<file path="config.mk">
export PLATFORM = sky130hd
export DESIGN_NAME = chunked_wide_adder
export DESIGN_NICKNAME = d
export VERILOG_FILES = /design/src/rtl/adder_pkg.sv /design/src/rtl/faNbit_full_adder.sv /design/src/rtl/chunked_wide_adder.sv
export SDC_FILE = /design/constraint.sdc
export NUM_CORES = 1
export LEC_CHECK = 0
export BUFFER_PORTS_ARGS = -buffer_cell sky130_fd_sc_hd__clkbuf_2
export CAP_MARGIN = 25
export CORE_MARGIN = 8
export CORE_UTILIZATION = 40
export CTS_BUF_LIST = sky130_fd_sc_hd__clkbuf_8
export DETAILED_ROUTE_END_ITERATION = 10
export GPL_TIMING_DRIVEN = 0
export SLEW_MARGIN = 10
export SYNTH_ARGS = -nofsm -noshare
export SYNTH_HDL_FRONTEND = slang
export SYNTH_SLANG_ARGS = --single-unit
</file>
<file path="constraint.sdc">
create_clock -name clk -period 8.61 [get_ports clk]
set_input_delay 0.4305 -clock clk [delete_from_list [all_inputs] [get_ports clk]]
set_output_delay 0.4305 -clock clk [all_outputs]
set_load 0.02 [all_outputs]
</file>
<file path="src/rtl/adder_pkg.sv">
// adder_pkg
// Shared definitions for the chunked wide adder and its N-bit datapath:
//   - state_e        : control FSM encoding (ST_IDLE=0, ST_RUN=1)
//   - ADDER_DEFAULT_N: default chunk width in bits
//   - ADDER_DEFAULT_K: default number of chunks
//   - idx_width()    : index width for a K-entry chunk counter (min 1 bit)
package adder_pkg;

  typedef enum logic {
    ST_IDLE = 1'b0,
    ST_RUN  = 1'b1
  } state_e;

  localparam int ADDER_DEFAULT_N = 8;
  localparam int ADDER_DEFAULT_K = 4;

  // ceil(log2(v)), but never less than 1 so a K=1 counter still has a bit.
  function automatic int idx_width(input int v);
    int w;
    w = 0;
    while ((1 << w) < v) begin
      w = w + 1;
    end
    if (w < 1) begin
      w = 1;
    end
    return w;
  endfunction

endpackage

</file>
<file path="src/rtl/faNbit_full_adder.sv">
// faNbit_full_adder
// Purely combinational N-bit ripple-carry adder: {cout, S} = X + Y + cin.
// Ports:
//   X    in  N  addend
//   Y    in  N  addend
//   cin  in  1  carry into bit 0
//   S    out N  sum bits
//   cout out 1  carry out of bit N-1
module faNbit_full_adder #(
  parameter int N = 8
) (
  input  logic [N-1:0] X,
  input  logic [N-1:0] Y,
  input  logic         cin,
  output logic [N-1:0] S,
  output logic         cout
);

  // The ripple carry lives in a procedural variable so the chain is
  // evaluated bit by bit inside one block rather than as a self-feeding net.
  always_comb begin
    logic carry;
    carry = cin;
    S     = '0;
    for (int i = 0; i < N; i++) begin
      S[i]  = X[i] ^ Y[i] ^ carry;
      carry = (X[i] & Y[i]) | (carry & (X[i] ^ Y[i]));
    end
    cout = carry;
  end

endmodule

</file>
<file path="src/rtl/chunked_wide_adder.sv">
// chunked_wide_adder
// Multi-cycle W = N*K bit adder. One N-bit chunk is added per clock through a
// single faNbit_full_adder; the chunk carry is registered between cycles.
//
// Handshake: start is sampled only while busy=0 (state IDLE). An accepted
// start captures a, b and cin; busy is then high for exactly K cycles and
// done pulses for one cycle on the cycle after the last chunk, at which point
// sum/cout/overflow have just been updated. start is accepted again in the
// done cycle, so back-to-back operations take K+1 cycles each. start while
// busy=1 is ignored. Results hold until the next completion.
//
// Ports:
//   clk      in  1  clock, rising edge
//   rst_n    in  1  asynchronous active-low reset
//   start    in  1  request a new add
//   a, b     in  W  operands, captured on accepted start
//   cin      in  1  carry-in, captured on accepted start
//   busy     out 1  chunks in progress
//   done     out 1  one-cycle completion pulse
//   sum      out W  held result
//   cout     out 1  held carry out of bit W-1
//   overflow out 1  held two's-complement overflow
module chunked_wide_adder
  import adder_pkg::*;
#(
  parameter int N = ADDER_DEFAULT_N,
  parameter int K = ADDER_DEFAULT_K
) (
  input  logic             clk,
  input  logic             rst_n,
  input  logic             start,
  input  logic [N*K-1:0]   a,
  input  logic [N*K-1:0]   b,
  input  logic             cin,
  output logic             busy,
  output logic             done,
  output logic [N*K-1:0]   sum,
  output logic             cout,
  output logic             overflow
);

  localparam int W     = N * K;
  localparam int IDX_W = idx_width(K);
  localparam logic [IDX_W-1:0] LAST_IDX = IDX_W'(K - 1);

  // Operands and the working sum are kept as K chunks of N bits so the
  // current chunk is selected with a plain index.
  state_e                  state_q, state_d;
  logic [K-1:0][N-1:0]     a_q, a_d;
  logic [K-1:0][N-1:0]     b_q, b_d;
  logic [K-1:0][N-1:0]     work_q, work_d;
  logic                    carry_q, carry_d;
  logic [IDX_W-1:0]        idx_q, idx_d;
  logic [K-1:0][N-1:0]     sum_q, sum_d;
  logic                    cout_q, cout_d;
  logic                    ovf_q, ovf_d;
  logic                    done_q, done_d;

  logic [N-1:0]            fa_s;
  logic                    fa_cout;

  faNbit_full_adder #(
    .N (N)
  ) u_fa (
    .X    (a_q[idx_q]),
    .Y    (b_q[idx_q]),
    .cin  (carry_q),
    .S    (fa_s),
    .cout (fa_cout)
  );

  always_ff @(posedge clk or negedge rst_n) begin
    if (!rst_n) begin
      state_q <= ST_IDLE;
      a_q     <= '0;
      b_q     <= '0;
      work_q  <= '0;
      carry_q <= 1'b0;
      idx_q   <= '0;
      sum_q   <= '0;
      cout_q  <= 1'b0;
      ovf_q   <= 1'b0;
      done_q  <= 1'b0;
    end else begin
      state_q <= state_d;
      a_q     <= a_d;
      b_q     <= b_d;
      work_q  <= work_d;
      carry_q <= carry_d;
      idx_q   <= idx_d;
      sum_q   <= sum_d;
      cout_q  <= cout_d;
      ovf_q   <= ovf_d;
      done_q  <= done_d;
    end
  end

  always_comb begin
    state_d = state_q;
    a_d     = a_q;
    b_d     = b_q;
    work_d  = work_q;
    carry_d = carry_q;
    idx_d   = idx_q;
    sum_d   = sum_q;
    cout_d  = cout_q;
    ovf_d   = ovf_q;
    done_d  = 1'b0;

    unique case (state_q)
      ST_IDLE: begin
        if (start) begin
          a_d     = a;
          b_d     = b;
          carry_d = cin;
          idx_d   = '0;
          state_d = ST_RUN;
        end
      end

      ST_RUN: begin
        work_d[idx_q] = fa_s;
        carry_d       = fa_cout;
        if (idx_q == LAST_IDX) begin
          // work_d already has the final chunk merged in, so the result
          // register is written in one step and never shows partial chunks.
          sum_d   = work_d;
          cout_d  = fa_cout;
          ovf_d   = (a_q[K-1][N-1] == b_q[K-1][N-1]) &&
                    (work_d[K-1][N-1] != a_q[K-1][N-1]);
          done_d  = 1'b1;
          state_d = ST_IDLE;
        end else begin
          idx_d = idx_q + IDX_W'(1);
        end
      end

      default: begin
        state_d = ST_IDLE;
      end
    endcase
  end

  assign busy     = (state_q == ST_RUN);
  assign done     = done_q;
  assign sum      = sum_q;
  assign cout     = cout_q;
  assign overflow = ovf_q;

endmodule

</file>
* Word-level counts from Yosys, hierarchy flattened
Index checks and enable logic that the tools add are counted.
** Operators by class
- Add/sub/neg operators :: 1
- Magnitude comparators :: 2
- Equality and inequality tests :: 5
- Muxes and demuxes :: 17
- Bitwise logic cells :: 41
- Reduce and logical (&&, ||, !) cells :: 5
** Operator list (number)
- $bmux 8 s2 :: 2
- $bwmux 32 :: 1
- $mux 8 :: 3
- $and 1x1->1 :: 16
- $demux 8 s2 :: 1
- $xor 1x1->1 :: 16
- $or 1x1->1 :: 8
- $reduce_and 2->1 :: 3
- $mux 1 :: 5
- $mux 2 :: 2
- $ne 2x2->1 const B :: 2
- $pmux 1 s2 :: 2
- $pmux 2 s2 :: 1
- $lt 2x3->1 const B :: 1
- $add 2x1->2 const B :: 1
- $eq 2x2->1 const B :: 1
- $ge 2x1->1 const B :: 1
- $logic_and 1x1->1 :: 2
- $eq 1x1->1 :: 1
- $ne 1x1->1 :: 1
- $not 1->1 :: 1
** Word-level totals
- Bits in registers :: 135
- Input bits :: 68
- Output and inout port bits :: 36
- Word-level logic and storage cells :: 93

* Longest topological paths before layout
Gate-level depths: netlist (run 1).
- Word-level depth :: 21
- Mapped depth :: 17
- Depth with buffers taken out :: 15

* By module
Synthesis (run 1) repeated with hierarchy kept, for this count alone.
** Second synthesis, totals
- Cells, all modules :: 397
- Area, all modules :: 5863.1 um2
** Modules (own cells, without submodules)
- chunked_wide_adder :: instances 1, cells an instance 379, area an instance 5665.4 um2, seq. area each 3178.0 um2
- faNbit_full_adder :: instances 1, cells an instance 18, area an instance 197.7 um2, seq. area each 0.0 um2

* Worst setup path before layout (run 1)
Ideal clock, no wire load.
- Path type :: reg-to-reg
- Start point :: register idx_q[0]
- End point :: register ovf_q (netlist: overflow)
- Arrival time :: 4752 ps
- Required time :: 8528 ps
- Path slack :: 3776 ps
- Cell stages (with the launch flop) :: 17
- Path buffers :: 2
- Clock period less this slack :: 4834 ps
- Path through :: dfrtp_1 > buf_6 > buf_12 > mux4_2 > fa_1 > fa_1 > fa_1 > fa_1 > inv_1 > fa_1 > inv_1 > fa_1 > fa_1 > inv_1 > fa_1 > or3_1 > a31oi_1
** On the way
- Word-level cells in the longest chain between the ends :: 21
- Elaborated cells between the ends (all ways) :: 44
- Classes of those cells :: 2 x order compare; 2 x eq/ne; 7 x mux; 30 x bitwise; 3 x reduce/logical
** Ends and longest elaborated chain
- start, declared :: RTL line chunked_wide_adder.sv:53 : logic [IDX_W-1:0] idx_q, idx_d;
- start signal, assigned :: RTL line chunked_wide_adder.sv:90 : idx_q <= idx_d;
- $bmux 8 s2 (on tied branches) :: RTL line chunked_wide_adder.sv:65, chunked_wide_adder.sv:66
- $mux 8 (on tied branches) :: RTL line chunked_wide_adder.sv:65, chunked_wide_adder.sv:66
- $xor 1x1->1 :: RTL line faNbit_full_adder.sv:27 : carry = (X[i] & Y[i]) | (carry & (X[i] ^ Y[i]));
- $and 1x1->1 :: RTL line faNbit_full_adder.sv:27
- $or 1x1->1 :: RTL line faNbit_full_adder.sv:27
- $and 1x1->1 :: RTL line faNbit_full_adder.sv:27
- $or 1x1->1 :: RTL line faNbit_full_adder.sv:27
- $and 1x1->1 :: RTL line faNbit_full_adder.sv:27
- (+5 left out)
- $and 1x1->1 :: RTL line faNbit_full_adder.sv:27
- $or 1x1->1 :: RTL line faNbit_full_adder.sv:27
- $and 1x1->1 :: RTL line faNbit_full_adder.sv:27
- $or 1x1->1 :: RTL line faNbit_full_adder.sv:27
- $xor 1x1->1 :: RTL line faNbit_full_adder.sv:26 : S[i] = X[i] ^ Y[i] ^ carry;
- $bwmux 32 :: RTL line chunked_wide_adder.sv:122 : work_d[idx_q] = fa_s;
- $ne 1x1->1 :: RTL line chunked_wide_adder.sv:130 : (work_d[K-1][N-1] != a_q[K-1][N-1]);
- $logic_and 1x1->1 :: RTL line chunked_wide_adder.sv:129 : ovf_d = (a_q[K-1][N-1] == b_q[K-1][N-1]) &&
- end signal, assigned :: RTL line chunked_wide_adder.sv:93 : ovf_q <= ovf_d;
- end, declared :: RTL line chunked_wide_adder.sv:56 : logic ovf_q, ovf_d;
Parallel ways exist; a longest one is shown, timed or not. The select of a mux whose other input is x is not followed.
A chain may end at the register's enable or synchronous reset.

* Worst setup path in the final report (run 1)
- Start point :: register idx_q[1]
- End point :: register ovf_q (netlist: overflow)
Same word-level chain as after synthesis.

==> impl.org, run 1 <==
** Synthesis
- Instance count of the mapped netlist :: 398
- Synthesis produced a netlist with a net count of 478.
- The share of synthesized area in the top cell type comes to 0.5433.
- After synthesis the cells add up to 5849 µm².
- Top post-synthesis cells by area :: dfrtp_1 (54%), mux2_4 (13%), mux2_2 (6.2%), mux4_2 (5.4%), mux2i_1 (3.9%)
- Largest area contributor in the netlist :: dfrtp_1
- During synthesis, Yosys emitted a total of 0 warnings.
- Flops & latches, synth :: 127
- Dividing the synthesized area by the synthesized cell count gives 14.70 µm².
- Distinct cell type count of the synthesized netlist :: 28
- Sequential fraction of the synthesis area :: 0.5433

** Job
- # Max-Cap Violations :: 0

** STA
- The number of pins with negative max-slew slack in the final report is 0.
- At the pin with the least slew margin, the transition time is 0.4644 ns.
- FMAX :: 189.7 MHz
- The count of endpoints failing hold in the final timing report came to 0.
- Dividing the final minimum period by the clock period gives 0.6122.
- Final setup violation count :: 0
- Setup repair after global routing left no endpoint under its margin.
- Subtracting the final worst setup slack from the clock period gives 5.271 ns.
- Post-Route Setup TNS :: 0 ns
- Across the routed clock network, the largest skew measured is 0.009805 ns.
- Measured against its own limit, the worst slew margin works out to 0.6904.

** GRT
- Via count of the first global-routing pass :: 3854
- Across every metal layer, demand over resource in global routing totals 0.1496.
- Total congestion overflow after global routing :: 0
- Antenna violations before repair :: 1
- Entering global routing, the biggest net connects 74 pins.
- Wire length of the first global-routing pass :: 21150 µm

** Route
- In this run, the number of DRC markers left after iteration 0 of detailed routing was 151.
- Vias after detailed routing :: 3453
- After detailed routing, the number of vias per cell comes to 4.803.
- DR DRC count :: 0
- In the final routed layout, each cell accounts on average for 18.11 µm.
- The first detailed-routing pass ran for 4 iterations.
- Wires add up to 13020 µm.
- Number of nets still failing antenna checks after routing :: 0

** Setup path
- STA classifies the critical path startpoint as a flop.
- Number of stages on the worst setup path :: 16
- Walking the worst path, the cells encountered are buf_2 -> buf_2 -> mux4_2 -> fa_1 -> fa_1 -> fa_1 -> fa_1 -> inv_1 -> fa_1 -> inv_1 -> fa_1 -> fa_1 -> inv_1 -> fa_1 -> or3_1 -> a31oi_1.
- Cells on worst reg2reg path :: 16
- For this design, the slowest cell found on the critical path is fa_1.
- Maximum cell stage delay along the critical path :: 0.51 ns
- Cell with the most instances on the worst path :: fa_1
- Maximum fanout encountered on the critical timing path :: 10
- Buf+Inv Stages, Crit Path :: 5
- STA classifies the critical path endpoint as a flop.
- Worst Setup Path Type :: flop to flop
- Cell family with most CP delay :: adder cells
- Required @ worst endpoint :: 8.97 ns
- Arrival time of data at the critical path endpoint :: 5.63 ns

** CTS
- In this run the number of H-tree levels came out at 4.
- Post CTS Setup Buffer Count :: 0
- Post-CTS repair changed the size of 0 cells.
- Clock tree synthesis inserted a total of 17 buffers.
- After clock tree synthesis, the flow added hold-fix buffers numbering 1.
- TritonCTS built the clock tree.
- At the later pin of the worst-skew pair, clock insertion delay measures 0.44 ns.
- Clock transition at the registers of the reported paths :: 0.08 ns
- The tree is rooted in a clkbuf_8.
- Buffer depth of the longest clock path :: 2
- Number of clock sinks seen by CTS :: 127

** Min path
- The worst hold path was traced through 2 stages.
- Min-Delay Path Class :: input pin to flop

** Die
- Chip width :: 136.9 µm
- Initial core utilization :: 0.4055
- The total area inside the core boundary comes to 14420 µm².
- Measured along the y axis, the die boundary spans 136.9 µm.
- Row cnt :: 44
- The die covers 18750 µm².
- 104 I/O pins were placed.

** Place
- Total placed cells including tap cells :: 686
- Once placement finished, the instance area stood at 6631 µm².
- Once detailed placement completed, the half-perimeter wirelength came to 9418 µm.
- Gpl congestion :: 0.7565
- Buffers placed on the I/O ports in this run total 103.

** Pwr
- Static leakage :: 3.366 nW
- IR analysis of the VDD net gives a maximum drop of 0.2376 mV.
- Power spread over the standard cell area amounts to 495.2 nW/µm².

** Layout
- Fill cell total of the finished layout :: 1310
- With fillers left out, the area of the finished cells amounts to 7058 µm².
- Commonest non-fill, non-tap cell in the layout :: dfrtp_1
- Synthesis-to-finish area growth :: 20.66%
- In the final design database the tool counted 602 nets.
- The multi-input combinational cells in the finished layout cover a total of 2396 µm².
- Cell Count, Final, Fillers Out :: 719
- Fraction of layout instances using a drive strength above 1 :: 0.4729
- The repair_antennas step left the layout with diodes totalling 0.
- Leading cell types in the layout, fill and taps excluded :: dfrtp_1 (127), clkbuf_2 (102), nand2_1 (53), mux2_4 (50), o21ai_0 (34)
- Storage cell area :: 3178 µm²

** Run status
- Result of the run :: complete, no violations
path summary, 6_finish.rpt:
check,from,endpoint,slack [ns]
setup / recovery,idx_q[1],overflow,3.34
hold / removal,b[0],b_q[0],0.21
setup reg to reg,idx_q[1],overflow,3.34
hold reg to reg,sum[11],sum[11],0.48
max in group asynchronous,rst_n,b_q[9],7.39
min in group asynchronous,rst_n,done,0.51
final cells by class:
type | instances | share of cell area
flip-flops and latches | 127 | 0.4503
clock inverters | 12 | 0.02003
multi-input cells | 237 | 0.3395
plain buffers | 22 | 0.03262
repair buffers | 105 | 0.07960
well taps | 184 | 0.03262
inverters | 12 | 0.006382
clock buffers | 20 | 0.03900
Yosys cell counts:
cell type    n
a211oi_1     1
a21oi_1      2
a31oi_1      1
buf_12       7
buf_2        3
buf_4        4
buf_6        2
clkbuf_1     6
clkinv_1     1
dfrtp_1    127
fa_1         8
ha_1         4
inv_1       11
mux2_2      32
mux2_4      50
mux2i_1     23
mux4_1       2
mux4_2      14
nand2_1     53
nand2_2      4
nand3_1      1
nor2_1       2
nor2b_1      2
nor2b_4      1
o21ai_0     34
o21ai_1      1
or2_4        1
or3_1        1
worst register-to-register path: stages, from the launching register on:
cell	delay, ns
dfrtp_1	0.37
buf_2	0.27
buf_2	0.35
mux4_2	0.39
fa_1	0.42
fa_1	0.39
fa_1	0.39
fa_1	0.37
inv_1	0.08
fa_1	0.18
inv_1	0.06
fa_1	0.39
fa_1	0.38
inv_1	0.10
fa_1	0.51
or3_1	0.40
a31oi_1	0.17
logic make-up after synthesis:
group	synth area share
DFF	0.5433
muxes	0.2922
AOI/OAI and AO/OA	0.03401
adders and majority gates	0.03594
buffers and inverters	0.04706
and+or+nand+nor	0.04749
where the power goes:
part	internal [mW]	switching [mW]	total (mW)
Clock	0.305	0.233	0.538
Combinational	0.881	1.02	1.90
Sequential	0.904	0.157	1.06
Total	2.09	1.41	3.49
metal layers:
| layer | part of all wire | global-route usage |
|---|---|---|
| met1 | 0.46 | 0.1957 |
| met2 | 0.46 | 0.2261 |
| met3 | 0.060 | 0.04919 |
| met4 | 0.014 | 0.05613 |
| met5 | 0.0010 | 0 |
sequential cells by signal, indices dropped and copies added, names as in the netlist:
name and cells:
idx_q 2, carry_q 1, work_q 24, done 1
busy 1, overflow 1, sum 32, cout 1
a_q 32, b_q 32
through the flow:
stage / power [mW] / utilization / setup WS (ns) / hold slack, ns
floorplan: 2.395 / - / 3.776 / 0.1349
global placement: 2.969 / 0.4572 / 3.334 / 0.4608
detailed placement: 3.016 / 0.4598 / 3.298 / 0.4260
CTS: 3.565 / 0.4893 / 3.266 / 0.1755
global route: 3.779 / 0.4893 / 3.043 / 0.1907
finish: 3.495 / 0.4893 / 3.339 / 0.2111
Note: power is estimated with default switching activity, not from simulation.
==> run 2, diff against run 1 <==
--- a/config.mk
+++ b/config.mk
@@ -5,6 +5,7 @@
 export SDC_FILE = /design/constraint.sdc
 export NUM_CORES = 1
 export LEC_CHECK = 0
+export ABC_AREA = 1
 export BUFFER_PORTS_ARGS = -buffer_cell sky130_fd_sc_hd__clkbuf_2
 export CAP_MARGIN = 25
 export CORE_MARGIN = 8
==> constraint.sdc (replaced) <==
create_clock -name clk -period 4.9 [get_ports clk]
set_input_delay 0.245 -clock clk [delete_from_list [all_inputs] [get_ports clk]]
set_output_delay 0.245 -clock clk [all_outputs]
set_load 0.02 [all_outputs]
==> run 2 against run 1 <==
- combinational power up 52%
- utilization up 0.40 points
- via count increased by 48%
- clock power rose by 63%
- die area fell by 0.34%
- clock skew up 0.0038 ns
- final area rose by 0.43%
- hold slack worse by 0.19 ns
- critical path type unchanged
==> impl.org, run 2 <==
** Run status
- Result of the run :: complete, no violations

** Synthesis
- Ranked by instance count, the synthesized netlist is headed by nand2_1 (282), dfrtp_1 (128), o21ai_0 (79).
- The Yosys step of the flow raised 0 warnings.
- The mapped netlist covers 5827 µm².
- Counting every instance in the synthesized netlist gives 702.
- Top post-synthesis cells by area :: dfrtp_1 (55%), nand2_1 (18%), o21ai_0 (6.8%), nand3_1 (6.1%), fa_1 (2.7%)
- Top-area cell type share of the netlist area :: 0.5497
- Yosys mapped a number of flops with a built-in enable equal to 0.
- The number of nets in the synthesized netlist is 782.
- Synthesis inferred 128 register bits.
- Largest area contributor in the netlist :: dfrtp_1
- Fraction of registers with async set or reset after synthesis :: 1.000
- Of the synthesized area, sequential elements account for 0.5497.
- A synthesized cell averages 8.300 µm².
- Distinct cell type count of the synthesized netlist :: 19
- Prevailing post-synth register cell :: dfrtp_1
- In the post-synthesis netlist, the cell with the most instances is nand2_1.

** Setup path
- Launching element of the worst setup path :: idx_q[0]
- Along the worst path, the maximum fanout reaches 10.
- Required @ worst endpoint :: 5.24 ns
- Among the stages of the critical path, the cell type that occurs most often is fa_1.
- Buf+Inv Stages, Crit Path :: 5
- The worst setup path is launched from a flop.
- The cell family contributing the most delay on the critical path is adder cells.
- Data arrives at the worst endpoint at 4.98 ns.
- Worst Setup Path Type :: flop to flop
- Cell breakdown of the critical path :: clkbuf_2 -> nor2_1 -> o22ai_1 -> fa_1 -> fa_1 -> fa_1 -> fa_1 -> inv_1 -> fa_1 -> inv_1 -> fa_1 -> fa_1 -> inv_1 -> fa_2 -> inv_1 -> nand2_1 -> nand2_1 -> nand2_1 -> nand3_1 -> nand2_1
- In this design, the stage delay of the slowest critical-path cell is 0.48 ns.
- Cell type of the slowest stage on the worst timing path :: fa_2
- STA classifies the critical path endpoint as a flop.
- Startpoint of the lowest-slack register-to-register path :: idx_q[0]

** GRT
- The first global-routing pass estimated 25250 µm of wire.
- Maximum number of pins on one net before global-route repair :: 70
- The initial antenna violation count came to 0.
- Total congestion overflow after global routing :: 0
- Via count of the first global-routing pass :: 5139
- Global-route total usage across every layer :: 0.1727

** Place
- Timing analysis after detailed placement gives a worst setup slack of 0.009257 ns.
- Including well taps, the total number of placed cells is 990.
- Detailed placement HPWL :: 11590 µm
- Port buffer count :: 103
- Placed Instance Area :: 6609 µm²
- Gpl congestion :: 0.8211

** Route
- Mean routed wirelength per cell :: 15.20 µm
- First-pass detailed-route iteration total :: 5
- Vias after detailed routing :: 5118
- Number of nets still failing antenna checks after routing :: 0
- Using the TritonRoute via totals, the vias-per-cell ratio works out to 4.974.
- DR DRC count :: 0
- Aggregate routed wire length :: 15640 µm
- Count of routing violations after the opening detailed-route iteration :: 360

** Layout
- Fraction of layout instances using a drive strength above 1 :: 0.2118
- Fill cell total of the finished layout :: 1425
- In the layout the commonest cells are nand2_1 (282), dfrtp_1 (127), clkbuf_2 (103), o21ai_0 (77), nand3_1 (71).
- Measured on the finished design, the core utilization comes to 0.4933.
- The area growth from synthesis to layout is 21.64%.
- Once layout is done, the placed cells without fillers occupy 7088 µm².
- The library cell used most frequently in the layout, excluding fill and tap cells, is nand2_1.
- Cell Count, Final, Fillers Out :: 1029
- The repair_antennas step left the layout with diodes totalling 0.
- Nets@finish :: 913

** STA
- FMAX :: 215.5 MHz
- Of the available clock period, the critical path in the final layout requires 0.9472.
- Relative slew slack :: 0.6586
- Post-Route Setup TNS :: 0 ns
- Post-route minimum period :: 4.641 ns
- Final Hold Slack :: 0.02110 ns
- Skew final :: 0.01360 ns
- Final setup violation count :: 0
- Slew at the pin closest to its max-slew limit :: 0.5122 ns
- Final max-slew violation count :: 0
- Across all setup checks in the final design, the least slack found is 0.2587 ns.
- The count of endpoints failing hold in the final timing report is 0.

** Min path
- Min-delay src :: a[2]
- In this run the worst hold path is classified as input pin to flop.

** Pwr
- For this design the static power due to leakage is 3.768 nW.
- Overall power consumption after layout is estimated at 5.584 mW.
- P per Cell Area :: 787.7 nW/µm²
- IR analysis of the VDD net gives a maximum drop of 0.3542 mV.

** Die
- Initial core utilization :: 0.4055
- The die is 136.7 µm wide.
- IO Count :: 104
- Height of the die :: 136.7 µm
- Standard cell core area :: 14370 µm²
- Row cnt :: 44
- Floorplan die area :: 18690 µm²

** CTS
- The tree built by TritonCTS fans out to 128 sinks.
- Clock tree synthesis inserted a total of 17 buffers.
- Buffer depth of the longest clock path :: 2
- The H-tree was split into 4 levels.
- CTS placed an instance of clkbuf_8 at the clock tree root.
- TritonCTS built the clock tree.
- Worst skew pair latency :: 0.45 ns
- After clock tree synthesis, the clock-pin slew on the worst setup and hold paths is 0.07 ns.

** Job
- # Max-Cap Violations :: 0
-- run 2: power breakdown --
group / internal, mW / switching [mW] / total [mW] / leakage (nW)
clock network: 0.486 / 0.393 / 0.879 / 0.213
logic: 1.01 / 1.88 / 2.89 / 1.96
registers: 1.56 / 0.258 / 1.81 / 1.60
-- run 2: per-layer routing --
layer | part of all wire | GRT usage | vias to the layer above
met5 | 0 | 0 | -
met3 | 0.059 | 0.04919 | 21
li1 | - | - | 2516
met1 | 0.46 | 0.2185 | 2433
met4 | 0.018 | 0.06467 | 0
met2 | 0.47 | 0.2754 | 148
-- run 2: worst paths after layout --
kind                            slack, ns  cells after the start  endpoint
worst min register to register       0.47                      2    a_q[9]
min in group asynchronous            0.33                      2   sum[12]
worst max-delay path                 0.26                     20  overflow
worst max register to register       0.26                     20  overflow
worst min-delay path                 0.02                      3    a_q[2]
max in group asynchronous            3.86                      3   a_q[20]
-- run 2: cell families (layout without fill, tap and decap cells) --
logic type / after synthesis / in the layout / share of synthesized area
and+or+nand+nor: 383 / 383 / 0.2628
DFF: 128 / 128 / 0.5497
AOI/OAI and AO/OA: 103 / 103 / 0.09147
adders and majority gates: 12 / 12 / 0.03607
buffers and inverters: 76 / 219 / 0.05991
-- run 2: what timing repair did --
| action | 4_1_cts | 5_1_grt |
|---|---|---|
| hold endpoints to repair | 61 | 0 |
| hold buffers | 3 | 0 |
| endpoints found under the setup margin | 1 | 9 |
| gates resized for setup | 1 | 17 |
| pin swaps | 0 | 0 |
| setup buffers | 0 | 5 |
-- run 2: layout make-up --
class,instances,area [µm²],share of cell area
buffer,46,252.7,0.03566
clock buffer,24,330.3,0.04660
clock inverter,7,57.56,0.008120
inverter,30,116.4,0.01642
multi-input combinational,498,2277,0.3213
sequential,128,3204,0.4521
tap,184,230.2,0.03248
timing repair buffer,112,619.3,0.08738
-- run 2: worst min-delay path: cells and delay by family --
kind / cells / cell delay [ns]
buf+inv: 1 / 0.08
simple gates: 2 / 0.11
